## src/rtl/coin_acceptor.sv

```systemverilog
// Coin-sensor front end: 2-flop sync, debounce, ambiguity/busy rejection, one-cycle coin pulses.
// Optional audit counters are enabled by defining COIN_ACCEPTOR_AUDIT_EN.
module coin_acceptor #(
    parameter int DEBOUNCE_CYCLES = 4
) (
    input  logic       clk,
    input  logic       reset,
    input  logic       sens_n,
    input  logic       sens_d,
    input  logic       sens_q,
    input  logic       busy,
    output logic       nickle,
    output logic       dime,
    output logic       quarter,
    output logic       reject,
    output logic [7:0] coin_cnt,
    output logic [7:0] rej_cnt
);
    typedef enum logic [2:0] {IDLE, QUAL, EMIT, REJ, REL} state_t;

    localparam logic [3:0] LAST = 4'(DEBOUNCE_CYCLES - 1);

    state_t     state;
    logic [3:0] cnt;
    logic [2:0] kind;
    logic [2:0] s1, s2;
    logic [2:0] v;
    logic       onehot;

    assign v      = s2;
    assign onehot = (v != 3'd0) && ((v & (v - 3'd1)) == 3'd0);

    always_ff @(posedge clk) begin
        if (!reset) begin
            state   <= IDLE;
            cnt     <= 4'd0;
            kind    <= 3'd0;
            s1      <= 3'd0;
            s2      <= 3'd0;
            nickle  <= 1'b0;
            dime    <= 1'b0;
            quarter <= 1'b0;
            reject  <= 1'b0;
        end else begin
            s1      <= {sens_q, sens_d, sens_n};
            s2      <= s1;
            nickle  <= 1'b0;
            dime    <= 1'b0;
            quarter <= 1'b0;
            reject  <= 1'b0;
            case (state)
                IDLE: begin
                    if (onehot) begin
                        kind  <= v;
                        cnt   <= 4'd1;
                        state <= QUAL;
                    end else if (v != 3'd0) begin
                        reject <= 1'b1;
                        state  <= REJ;
                    end
                end
                QUAL: begin
                    if (v == kind) begin
                        if (cnt == LAST) begin
                            // busy only matters on this edge; the pulse is decoded here so it is registered
                            if (busy) reject <= 1'b1;
                            else {quarter, dime, nickle} <= kind;
                            state <= EMIT;
                        end else begin
                            cnt <= cnt + 4'd1;
                        end
                    end else if (v == 3'd0) begin
                        cnt   <= 4'd0;
                        state <= IDLE;
                    end else begin
                        reject <= 1'b1;
                        state  <= REJ;
                    end
                end
                EMIT, REJ: begin
                    cnt   <= 4'd0;
                    state <= REL;
                end
                REL: begin
                    // wait for a clean release; anything seen meanwhile is swallowed silently
                    if (v != 3'd0) begin
                        cnt <= 4'd0;
                    end else if (cnt == LAST) begin
                        cnt   <= 4'd0;
                        state <= IDLE;
                    end else begin
                        cnt <= cnt + 4'd1;
                    end
                end
                default: begin
                    cnt   <= 4'd0;
                    state <= IDLE;
                end
            endcase
        end
    end

`ifdef COIN_ACCEPTOR_AUDIT_EN
    always_ff @(posedge clk) begin
        if (!reset) begin
            coin_cnt <= 8'd0;
            rej_cnt  <= 8'd0;
        end else begin
            if ((nickle || dime || quarter) && coin_cnt != 8'hFF) coin_cnt <= coin_cnt + 8'd1;
            if (reject && rej_cnt != 8'hFF) rej_cnt <= rej_cnt + 8'd1;
        end
    end
`else
    assign coin_cnt = 8'd0;
    assign rej_cnt  = 8'd0;
`endif

endmodule

```

## config.mk

```make
export PLATFORM = sky130hd
export DESIGN_NAME = coin_acceptor
export DESIGN_NICKNAME = d
export VERILOG_FILES = /design/src/rtl/coin_acceptor.sv
export SDC_FILE = /design/constraint.sdc
export NUM_CORES = 1
export LEC_CHECK = 0
export BUFFER_PORTS_ARGS = -buffer_cell sky130_fd_sc_hd__clkbuf_2
export CORE_UTILIZATION = 30
export CTS_CLUSTER_SIZE = 20
export DETAILED_ROUTE_END_ITERATION = 12
export GPL_ROUTABILITY_DRIVEN = 0
export PLACE_DENSITY_LB_ADDON = 0.08
export REMOVE_ABC_BUFFERS = 1
export SETUP_SLACK_MARGIN = 0.15
export SYNTH_ARGS = -nofsm -noshare
export SYNTH_HDL_FRONTEND = slang
export SYNTH_SLANG_ARGS = --single-unit
```

## constraint.sdc

```tcl
create_clock -name clk -period 4 [get_ports clk]
set_clock_uncertainty 0.1 [all_clocks]
set_input_delay 0.2 -clock clk [delete_from_list [all_inputs] [get_ports clk]]
set_output_delay 0.2 -clock clk [all_outputs]
set_load 0.01 [all_outputs]
```

==> run_summary.xml, run 1 <==
<?xml version="1.0" encoding="UTF-8"?>
<metrics>
  <group name="min_path">
    <metric name="hold_path.class" unit="">input port to flop</metric>
  </group>
  <group name="route">
    <metric name="wl_per_cell" unit="um">11.1</metric>
    <metric name="detail_route.first_pass.iterations" unit="">4</metric>
    <metric name="wl" unit="um">2090</metric>
    <metric name="drc_errors" unit="">0</metric>
    <metric name="avgViaCountPerCell" unit="">4.73</metric>
    <metric name="drtIter0Drc" unit="">41</metric>
    <metric name="num_vias" unit="">890</metric>
    <metric name="detail-route-antenna-nets" unit="">0</metric>
  </group>
  <group name="clock_network">
    <metric name="root_buffer" unit="">sky130_fd_sc_hd__clkbuf_8</metric>
    <metric name="cts.clk_slew.worst_paths" unit="ps">80</metric>
    <metric name="cts_buffers" unit="">3</metric>
    <metric name="htree_num_levels" unit="">1</metric>
    <metric name="cts_post_setup_buffers_inserted" unit="">0</metric>
    <metric name="clock_path_buffers" unit="">2</metric>
    <metric name="cts.hold.buffers_added" unit="">0</metric>
    <metric name="cts_tree" unit="">done</metric>
    <metric name="tritoncts_num_sinks" unit="">20</metric>
    <metric name="insertion_delay" unit="ps">260</metric>
    <metric name="cts-resized-gates" unit="">0</metric>
  </group>
  <group name="timing">
    <metric name="rsz0062_at_grt" unit="">no</metric>
    <metric name="final_period_minus_worst_setup_slack" unit="ps">2110</metric>
    <metric name="final.period_utilization" unit="">0.528</metric>
    <metric name="report.final.setup_viol" unit="">0</metric>
    <metric name="setup_ws" unit="ps">1890</metric>
    <metric name="slew_headroom" unit="">0.575</metric>
    <metric name="number_of_hold_violations_in_the_final_report" unit="">0</metric>
    <metric name="fmax_achieved" unit="GHz">0.474</metric>
    <metric name="timing_worst_slew_pin_value" unit="ps">637</metric>
    <metric name="finalSetupTns" unit="ps">0</metric>
    <metric name="maxSlewViolCount" unit="">0</metric>
  </group>
  <group name="layout">
    <metric name="layout-drive-gt1-share" unit="">0.134</metric>
    <metric name="sequential_cell_area" unit="um2">400</metric>
    <metric name="antenna-diode-count" unit="">0</metric>
    <metric name="nNetsFinal" unit="">150</metric>
    <metric name="multi_input_logic_area" unit="um2">622</metric>
    <metric name="post_layout_nonfiller_instances" unit="">188</metric>
    <metric name="fillers" unit="">379</metric>
    <metric name="syn_to_layout_area_delta" unit="%">6.39</metric>
  </group>
  <group name="synthesis">
    <metric name="synth-compound-area-share" unit="">0.171</metric>
    <metric name="post_synth_num_cell_types" unit="">40</metric>
    <metric name="post_synth_adder_cell_area" unit="">0.0198</metric>
    <metric name="synthSimpleGateAreaFrac" unit="">0.265</metric>
    <metric name="ys_async_rst_share" unit="">0</metric>
    <metric name="synth-xor-area-share" unit="">0.0309</metric>
    <metric name="ys_ff_latch" unit="">20</metric>
    <metric name="yosysMostFrequentCell" unit="">sky130_fd_sc_hd__dfxtp_1</metric>
    <metric name="number_of_enable_flip_flop_cells_after_synthesis" unit="">0</metric>
    <metric name="synth.yosys.seq_area_share" unit="">0.353</metric>
    <metric name="largest_family_of_logic_cells_by_synthesized_area" unit="">simple AND/OR/NAND/NOR gates</metric>
    <metric name="mappedNetlistArea" unit="um2">1130</metric>
    <metric name="yosysWarnings" unit="">0</metric>
    <metric name="synthMuxAreaShare" unit="">0.00882</metric>
    <metric name="number_of_instances_in_the_synthesized_netlist" unit="">137</metric>
    <metric name="synth_flop_cell" unit="">sky130_fd_sc_hd__dfxtp_1</metric>
    <metric name="synth_largest_type_area_fraction" unit="">0.353</metric>
    <metric name="mean_instance_size_in_the_synthesized_netlist" unit="um2">8.28</metric>
    <metric name="ys_top_cells_by_count" unit="">sky130_fd_sc_hd__dfxtp_1, sky130_fd_sc_hd__buf_4, sky130_fd_sc_hd__a21oi_1</metric>
    <metric name="post_synth_main_area_contributors" unit="">sky130_fd_sc_hd__dfxtp_1, sky130_fd_sc_hd__buf_4, sky130_fd_sc_hd__a21oi_1</metric>
    <metric name="post-synth-top-area-cell" unit="">sky130_fd_sc_hd__dfxtp_1</metric>
  </group>
  <group name="worst_setup_path">
    <metric name="worst-setup-path-type" unit="">flop to flop</metric>
    <metric name="end_kind" unit="">flop</metric>
    <metric name="critical_path_arrival" unit="ps">2200</metric>
    <metric name="cp-start-kind" unit="">flop</metric>
    <metric name="critical_path_rt" unit="ps">4090</metric>
    <metric name="path_max_fanout" unit="">6</metric>
  </group>
  <group name="grt">
    <metric name="grt_pass1_wl" unit="um">3720</metric>
    <metric name="grt_pass1_vias" unit="">827</metric>
    <metric name="grt-ovfl-total" unit="">0</metric>
    <metric name="initial_antenna_violation_count" unit="">0</metric>
    <metric name="grt_start_max_net_pins" unit="">16</metric>
    <metric name="grt_use_total" unit="">0.119</metric>
  </group>
  <group name="placement">
    <metric name="placed_cells" unit="">184</metric>
    <metric name="port-buffer-count" unit="">9</metric>
    <metric name="placement_setup_slack" unit="ps">1910</metric>
    <metric name="dpl.hpwl" unit="um">1480</metric>
  </group>
  <group name="flow_run">
    <metric name="drv_cap" unit="">0</metric>
  </group>
  <group name="pwr">
    <metric name="power_leakage" unit="nW">0.479</metric>
    <metric name="vdd.ir_drop.worst" unit="mV">0.135</metric>
    <metric name="power_per_cell_area" unit="nW/um2">491</metric>
  </group>
  <group name="outcome">
    <metric name="outcome" unit="">complete, no violations</metric>
  </group>
  <group name="floorplan">
    <metric name="core_region_area" unit="um2">3470</metric>
    <metric name="ios" unit="">26</metric>
    <metric name="dieWidth" unit="um">63.5</metric>
    <metric name="rows" unit="">21</metric>
    <metric name="die_area" unit="um2">4030</metric>
    <metric name="die-height" unit="um">63.5</metric>
    <metric name="initial_standard_cell_utilization_of_the_core" unit="">0.327</metric>
  </group>
</metrics>
[layer usage]
layer / track usage / vias to the layer above / part of all wire
met5: 0 / - / 0
met4: 0.0938 / 0 / 0.033
met3: 0.0236 / 7 / 0.045
met2: 0.176 / 29 / 0.44
met1: 0.149 / 400 / 0.48
li1: - / 454 / -
[where the power goes]
group,switching (mW),internal [mW],total (mW)
Sequential,0.0331,0.216,0.250
Clock,0.0710,0.134,0.205
Combinational,0.0798,0.0587,0.138
[flip-flops by register name, summed over array words and instances, names as in the netlist]
signal	count
kind	3
state	3
s1	3
cnt	4
reject	1
nickle	1
quarter	1
dime	1
s2	3
[cell usage in the layout, fill, tap and decap left out, types with 2 or more instances in the layout]
cell                       Yosys  layout
sky130_fd_sc_hd__a21oi_1      13      13
sky130_fd_sc_hd__a31oi_1       2       2
sky130_fd_sc_hd__and2_1        9       9
sky130_fd_sc_hd__and3_1        2       2
sky130_fd_sc_hd__clkbuf_2      0       9
sky130_fd_sc_hd__clkbuf_8      0       3
sky130_fd_sc_hd__conb_1        1      16
sky130_fd_sc_hd__dfxtp_1      20      20
sky130_fd_sc_hd__inv_1         2       2
sky130_fd_sc_hd__nand2_1      12      12
sky130_fd_sc_hd__nand3_1       3       3
sky130_fd_sc_hd__nand4b_1      2       2
sky130_fd_sc_hd__nor2_1       12      12
sky130_fd_sc_hd__nor3_1        2       2
sky130_fd_sc_hd__nor3b_1       2       2
sky130_fd_sc_hd__o21ai_0       2       2
sky130_fd_sc_hd__o22ai_1       2       2
sky130_fd_sc_hd__o31a_1        2       2
sky130_fd_sc_hd__or3_1         3       3
sky130_fd_sc_hd__xnor2_1       4       4
[critical path: stages (launching register included)]
cell	delay (ps)
sky130_fd_sc_hd__dfxtp_1	400
sky130_fd_sc_hd__ha_1	210
sky130_fd_sc_hd__nor3b_1	550
sky130_fd_sc_hd__nand4b_1	250
sky130_fd_sc_hd__o2bb2ai_1	270
sky130_fd_sc_hd__nand2_1	100
sky130_fd_sc_hd__a31oi_1	160
[per-stage QoR]
stage           util  cell area [um2]  power (mW)  hold slack [ps]
2_1_floorplan      -             1030       0.359              222
3_3_place_gp   0.328             1140       0.394              308
3_5_place_dp   0.328             1140       0.392              309
4_1_cts        0.348             1210       0.600             29.5
5_1_grt        0.348             1210       0.636             26.7
6_report       0.348             1210       0.593             33.3
[cell type report]
cell class	count	share of cell area
Tap cell	46	0.0477
Clock buffer	3	0.0342
Sequential cell	20	0.332
Clock inverter	1	0.0249
Timing Repair Buffer	9	0.0373
Inverter	3	0.00933
Multi-Input combinational cell	106	0.515
[worst paths after layout]
path              slack (ps)   start  depth (start not counted)     end
setup / recovery        1890  cnt[0]                          6  cnt[3]
hold / removal            30  sens_q                          2   s1[2]
setup reg to reg        1890  cnt[0]                          6  cnt[3]
hold reg to reg          340   s1[0]                          1   s2[0]
[cell families (layout without fill, tap and decap cells)]
family,after synthesis,in the layout
muxes,1,1
xor gates and xnor gates,4,4
AOI/OAI and AO/OA,28,28
DFF,20,20
adders and majority gates,2,2
buffers and inverters,26,16
and+or+nand+nor,55,55
other,1,16
Note: power is estimated with default switching activity, not from simulation.
==> run 2, diff against run 1 <==
==> constraint.sdc (replaced) <==
create_clock -name clk -period 2.1 [get_ports clk]
set_clock_uncertainty 0.1 [all_clocks]
set_input_delay 0.105 -clock clk [delete_from_list [all_inputs] [get_ports clk]]
set_output_delay 0.105 -clock clk [all_outputs]
set_load 0.01 [all_outputs]
==> run 2 against run 1 <==
Against the previous run: cell count is 3.7% higher; core utilization is 2.0 points higher; die area stayed put; hold slack better by 18 ps; non-clock buffer count is 7 higher; total power is 79% higher; combinational power is 130% higher; cell area is 5.8% higher; fmax is 13% higher; wire length is 4.1% higher; sequential share of layout area is 1.3 points lower; first-iteration DRC count is 59% lower.
==> run_summary.xml, run 2 (same netlist as run 1, synthesis figures left out) <==
<?xml version="1.0" encoding="UTF-8"?>
<metrics>
  <group name="outcome">
    <metric name="outcome" unit="">complete, no violations</metric>
  </group>
  <group name="clock_network">
    <metric name="clock_path_buffers" unit="">2</metric>
    <metric name="cts.clk_slew.worst_paths" unit="ps">80</metric>
    <metric name="cts_buffers" unit="">3</metric>
    <metric name="insertion_delay" unit="ps">250</metric>
    <metric name="cts_tree" unit="">done</metric>
    <metric name="tritoncts_num_sinks" unit="">20</metric>
    <metric name="root_buffer" unit="">sky130_fd_sc_hd__clkbuf_8</metric>
    <metric name="htree_num_levels" unit="">1</metric>
    <metric name="cts_post_setup_buffers_inserted" unit="">0</metric>
  </group>
  <group name="layout">
    <metric name="layout-drive-gt1-share" unit="">0.195</metric>
    <metric name="post_layout_nonfiller_instances" unit="">195</metric>
    <metric name="fillers" unit="">374</metric>
    <metric name="largest_register" unit="">cnt</metric>
    <metric name="nNetsFinal" unit="">157</metric>
    <metric name="syn_to_layout_area_delta" unit="%">12.6</metric>
    <metric name="layout.cells.most_common" unit="">sky130_fd_sc_hd__dfxtp_1</metric>
    <metric name="antenna-diode-count" unit="">0</metric>
    <metric name="most_frequent_cells_in_the_layout" unit="">sky130_fd_sc_hd__dfxtp_1, sky130_fd_sc_hd__conb_1, sky130_fd_sc_hd__a21oi_1, sky130_fd_sc_hd__nor2_1, sky130_fd_sc_hd__nand2_1</metric>
    <metric name="largest_reg_flops" unit="">4</metric>
  </group>
  <group name="flow_run">
    <metric name="drv_cap" unit="">0</metric>
  </group>
  <group name="floorplan">
    <metric name="die_area" unit="um2">4030</metric>
    <metric name="die-height" unit="um">63.5</metric>
    <metric name="core_region_area" unit="um2">3470</metric>
    <metric name="rows" unit="">21</metric>
    <metric name="dieWidth" unit="um">63.5</metric>
    <metric name="ios" unit="">26</metric>
    <metric name="initial_standard_cell_utilization_of_the_core" unit="">0.327</metric>
  </group>
  <group name="route">
    <metric name="wl_per_cell" unit="um">11.2</metric>
    <metric name="avgViaCountPerCell" unit="">4.76</metric>
    <metric name="detail-route-antenna-nets" unit="">0</metric>
    <metric name="drtIter0Drc" unit="">17</metric>
    <metric name="num_vias" unit="">929</metric>
    <metric name="wl" unit="um">2180</metric>
    <metric name="detail_route.first_pass.iterations" unit="">4</metric>
    <metric name="drc_errors" unit="">0</metric>
  </group>
  <group name="timing">
    <metric name="final.period_utilization" unit="">0.891</metric>
    <metric name="rsz0062_at_grt" unit="">no</metric>
    <metric name="final_period_minus_worst_setup_slack" unit="ps">1870</metric>
    <metric name="finalSetupTns" unit="ps">0</metric>
    <metric name="number_of_hold_violations_in_the_final_report" unit="">0</metric>
    <metric name="maxSlewViolCount" unit="">0</metric>
    <metric name="setup_ws" unit="ps">228</metric>
    <metric name="report.final.setup_viol" unit="">0</metric>
    <metric name="fmax_achieved" unit="GHz">0.534</metric>
  </group>
  <group name="min_path">
    <metric name="hold_path.class" unit="">input port to flop</metric>
  </group>
  <group name="pwr">
    <metric name="cell_int_power" unit="mW">0.710</metric>
    <metric name="p_clk_frac" unit="">0.275</metric>
    <metric name="power_switching_share" unit="">0.331</metric>
    <metric name="total_switching_power" unit="mW">0.351</metric>
    <metric name="power_per_cell_area" unit="nW/um2">830</metric>
    <metric name="power_leakage" unit="nW">0.508</metric>
    <metric name="power.combinational.fraction" unit="">0.293</metric>
    <metric name="sequential_group_share_of_total_power" unit="">0.431</metric>
    <metric name="vdd.ir_drop.worst" unit="mV">0.250</metric>
  </group>
  <group name="worst_setup_path">
    <metric name="critical_path_arrival" unit="ps">1940</metric>
    <metric name="cp-start-kind" unit="">flop</metric>
    <metric name="critical_path_rt" unit="ps">2170</metric>
    <metric name="path_max_fanout" unit="">9</metric>
    <metric name="worst-setup-path-type" unit="">flop to flop</metric>
    <metric name="end_kind" unit="">flop</metric>
  </group>
  <group name="placement">
    <metric name="port-buffer-count" unit="">9</metric>
    <metric name="placed_cells" unit="">188</metric>
    <metric name="placement_setup_slack" unit="ps">5.08</metric>
    <metric name="dpl.hpwl" unit="um">1540</metric>
  </group>
  <group name="grt">
    <metric name="grt_start_max_net_pins" unit="">15</metric>
    <metric name="grt_pass1_wl" unit="um">3640</metric>
    <metric name="initial_antenna_violation_count" unit="">0</metric>
    <metric name="grt_pass1_vias" unit="">783</metric>
    <metric name="grt-ovfl-total" unit="">0</metric>
    <metric name="grt_use_total" unit="">0.117</metric>
  </group>
</metrics>
==> run 2: per-stage QoR <==
step / instance area (um2) / util / power [mW] / hold WS [ps]
2_1_floorplan: 1030 / - / 0.684 / 127
3_3_place_gp: 1170 / 0.336 / 0.764 / 216
5_1_grt: 1280 / 0.368 / 1.15 / 83.4
4_1_cts: 1260 / 0.362 / 1.08 / 50.2
3_5_place_dp: 1170 / 0.336 / 0.761 / 217
6_report: 1280 / 0.368 / 1.06 / 51.5
==> run 2: final cells by class <==
| cell class | instances | area, um2 | share of cell area |
|---|---|---|---|
| Multi-Input combinational cell | 106 | 642 | 0.502 |
| Inverter | 3 | 11.3 | 0.00881 |
| Sequential cell | 20 | 407 | 0.318 |
| Clock buffer | 4 | 55.1 | 0.0431 |
| Tap cell | 46 | 57.6 | 0.0451 |
| Timing Repair Buffer | 16 | 105 | 0.0823 |
==> run 2: power by group through the flow <==
stage	Combinational, mW	Clock, mW	Sequential, mW
floorplan	0.219	0	0.465
global route	0.352	0.334	0.464
finish	0.311	0.292	0.457
global placement	0.300	0	0.464
detailed placement	0.297	0	0.465
CTS	0.304	0.316	0.456
==> run 2: final timing paths <==
check	start	endpoint	slack [ps]	depth (start not counted)
setup / recovery	s2[0]	cnt[2]	230	5
hold reg to reg	s1[1]	s2[1]	330	1
hold / removal	busy	reject	50	3
setup reg to reg	s2[0]	cnt[2]	230	5
==> run 2: worst max-delay path, stage by stage (launching register included) <==
cell                       delay, ps
sky130_fd_sc_hd__dfxtp_4         380
sky130_fd_sc_hd__or2_4           270
sky130_fd_sc_hd__or4_4           520
sky130_fd_sc_hd__o21ai_4         220
sky130_fd_sc_hd__nand3b_1        120
sky130_fd_sc_hd__o32ai_2         190
==> run 2: timing repair <==
item | in CTS | in global routing
cloned | 0 | 0
pin swaps | 0 | 2
resized for setup | 1 | 7
setup endpoints to repair | 7 | 7
hold buffers | 3 | 0
hold endpoints to repair | 3 | 0
==> run 2: routing by layer <==
| metal | global-route usage | vias up | share of wire |
|---|---|---|---|
| li1 | - | 465 | - |
| met1 | 0.153 | 429 | 0.47 |
| met2 | 0.185 | 33 | 0.48 |
| met3 | 0.0217 | 2 | 0.048 |
| met4 | 0.0511 | 0 | 0.010 |
| met5 | 0 | - | 0 |
==> run 3, diff against run 2 <==
--- a/config.mk
+++ b/config.mk
@@ -6,7 +6,7 @@
 export NUM_CORES = 1
 export LEC_CHECK = 0
 export BUFFER_PORTS_ARGS = -buffer_cell sky130_fd_sc_hd__clkbuf_2
-export CORE_UTILIZATION = 30
+export CORE_UTILIZATION = 52
 export CTS_CLUSTER_SIZE = 20
 export DETAILED_ROUTE_END_ITERATION = 12
 export GPL_ROUTABILITY_DRIVEN = 0
==> run 3 against run 2 <==
Against the previous run: non-clock buffer count grew 3; register-to-register slack is essentially flat; flip-flop and latch count is the same; clock power grew 9.9%; core utilization grew 28 points; global-route usage grew 7.1 points; die area shrank 41%; first-iteration DRC count grew 71%; largest power group unchanged.
==> run_summary.xml, run 3 (same netlist as run 1, synthesis figures left out) <==
<?xml version="1.0" encoding="UTF-8"?>
<metrics>
  <group name="outcome">
    <metric name="outcome" unit="">complete, no violations</metric>
  </group>
  <group name="floorplan">
    <metric name="die_area" unit="um2">2370</metric>
    <metric name="ios" unit="">26</metric>
    <metric name="initial_standard_cell_utilization_of_the_core" unit="">0.567</metric>
    <metric name="dieWidth" unit="um">48.7</metric>
    <metric name="die-height" unit="um">48.7</metric>
    <metric name="rows" unit="">16</metric>
    <metric name="core_region_area" unit="um2">2000</metric>
  </group>
  <group name="route">
    <metric name="wl" unit="um">2220</metric>
    <metric name="num_vias" unit="">956</metric>
    <metric name="detail_route.first_pass.iterations" unit="">4</metric>
    <metric name="drtIter0Drc" unit="">29</metric>
    <metric name="drc_errors" unit="">0</metric>
    <metric name="detail-route-antenna-nets" unit="">0</metric>
    <metric name="wl_per_cell" unit="um">12.4</metric>
    <metric name="avgViaCountPerCell" unit="">5.34</metric>
  </group>
  <group name="worst_setup_path">
    <metric name="critical_path_arrival" unit="ps">2000</metric>
    <metric name="end_kind" unit="">flop</metric>
    <metric name="regToRegStartpoint" unit="">cnt[0]</metric>
    <metric name="rr_worst_depth" unit="">6</metric>
    <metric name="cp-start-kind" unit="">flop</metric>
    <metric name="ff2ff_setup_slack" unit="ps">230</metric>
    <metric name="worstReg2RegEnd" unit="">cnt[2]</metric>
    <metric name="path_max_fanout" unit="">6</metric>
    <metric name="worst-setup-path-type" unit="">flop to flop</metric>
    <metric name="critical_path_rt" unit="ps">2230</metric>
  </group>
  <group name="layout">
    <metric name="antenna-diode-count" unit="">0</metric>
    <metric name="most_frequent_cells_in_the_layout" unit="">sky130_fd_sc_hd__conb_1, sky130_fd_sc_hd__dfxtp_1, sky130_fd_sc_hd__a21oi_1, sky130_fd_sc_hd__nor2_1, sky130_fd_sc_hd__nand2_1</metric>
    <metric name="nNetsFinal" unit="">160</metric>
    <metric name="largest_reg_flops" unit="">4</metric>
    <metric name="syn_to_layout_area_delta" unit="%">14.0</metric>
    <metric name="largest_register" unit="">cnt</metric>
    <metric name="layout-drive-gt1-share" unit="">0.217</metric>
  </group>
  <group name="clock_network">
    <metric name="tritoncts_num_sinks" unit="">20</metric>
    <metric name="cts_buffers" unit="">3</metric>
    <metric name="htree_num_levels" unit="">1</metric>
    <metric name="clock_path_buffers" unit="">2</metric>
    <metric name="insertion_delay" unit="ps">310</metric>
    <metric name="root_buffer" unit="">sky130_fd_sc_hd__clkbuf_4</metric>
    <metric name="cts.clk_slew.worst_paths" unit="ps">120</metric>
    <metric name="cts_tree" unit="">done</metric>
  </group>
  <group name="pwr">
    <metric name="power_leakage" unit="nW">0.523</metric>
    <metric name="vdd.ir_drop.worst" unit="mV">0.524</metric>
    <metric name="power_per_cell_area" unit="nW/um2">871</metric>
  </group>
  <group name="timing">
    <metric name="maxSlewViolCount" unit="">0</metric>
    <metric name="final.period_utilization" unit="">0.890</metric>
    <metric name="number_of_hold_violations_in_the_final_report" unit="">0</metric>
    <metric name="finalSetupTns" unit="ps">0</metric>
    <metric name="hold-worst-slack" unit="ps">43.1</metric>
    <metric name="rsz0062_at_grt" unit="">no</metric>
    <metric name="final_period_minus_worst_setup_slack" unit="ps">1870</metric>
    <metric name="report.final.setup_viol" unit="">0</metric>
    <metric name="fmax_achieved" unit="GHz">0.535</metric>
  </group>
  <group name="grt">
    <metric name="grt_pass1_vias" unit="">817</metric>
    <metric name="grt_use_total" unit="">0.188</metric>
    <metric name="grt-ovfl-total" unit="">0</metric>
    <metric name="grt_start_max_net_pins" unit="">13</metric>
    <metric name="grt_pass1_wl" unit="um">3390</metric>
    <metric name="initial_antenna_violation_count" unit="">0</metric>
  </group>
  <group name="min_path">
    <metric name="timing.hold.worst_path_depth" unit="">2</metric>
    <metric name="hold_path.class" unit="">input port to flop</metric>
    <metric name="worstHoldStart" unit="">reset</metric>
    <metric name="whs_endpoint" unit="">s2[1]</metric>
  </group>
  <group name="flow_run">
    <metric name="drv_cap" unit="">0</metric>
  </group>
  <group name="placement">
    <metric name="port-buffer-count" unit="">9</metric>
    <metric name="dpl.hpwl" unit="um">1460</metric>
  </group>
</metrics>
==> run 3: metrics by stage <==
| step | util | setup WS (ps) | cell area [um2] | instances | total power [mW] |
|---|---|---|---|---|---|
| floorplan | - | 321 | 1030 | 129 | 0.684 |
| global placement | 0.574 | 142 | 1150 | 170 | 0.757 |
| detailed placement | 0.574 | 59.6 | 1150 | 170 | 0.765 |
| CTS | 0.623 | 156 | 1250 | 178 | 1.09 |
| global route | 0.646 | 152 | 1290 | 179 | 1.19 |
| finish | 0.646 | 231 | 1290 | 179 | 1.13 |
==> run 3: final cells by class <==
type	count	area [um2]
inverters	3	11.3
fillers	170	708
multi-input cells	106	658
clock inverters	1	30.0
repair buffers	19	130
flip-flops and latches	20	408
clock buffers	3	22.5
well taps	27	33.8
==> run 3: critical path, stage by stage, from the launching register on <==
cell                       delay (ps)
sky130_fd_sc_hd__dfxtp_4          370
sky130_fd_sc_hd__ha_4             160
sky130_fd_sc_hd__nor3b_4          160
sky130_fd_sc_hd__or4_4            460
sky130_fd_sc_hd__o21ai_4          230
sky130_fd_sc_hd__nand3b_1         120
sky130_fd_sc_hd__o32ai_2          190
==> run 3: what timing repair did <==
| action | CTS | global route |
|---|---|---|
| gates resized for setup | 1 | 10 |
| setup endpoints to repair | 6 | 7 |
| gates cloned | 0 | 0 |
| buffers inserted | 0 | 1 |
| pin swaps | 0 | 3 |
| hold endpoints to repair | 4 | 0 |
| hold buffers | 4 | 0 |
==> run 3: where the power goes <==
part,leakage (nW),internal [mW],switching [mW]
combinational,0.330,0.147,0.198
clock,0.0279,0.193,0.128
sequential,0.165,0.418,0.0421
==> run 3: how the worst max path moves through the flow <==
stage / to / slack [ps] / start
CTS: cnt[2] / 160 / cnt[0]
detailed placement: cnt[3] / 60 / cnt[0]
global route: cnt[2] / 150 / cnt[0]
floorplan: cnt[2] / 320 / s2[0]
finish: cnt[2] / 230 / cnt[0]
global placement: cnt[3] / 140 / cnt[0]
==> run 3: per-layer routing <==
metal | GRT usage | wire [um] | vias up
met5 | 0 | 0 | -
met4 | 0.103 | 39 | 0
met3 | 0.0283 | 112 | 4
met2 | 0.333 | 1050 | 48
met1 | 0.213 | 1020 | 433
li1 | - | - | 471
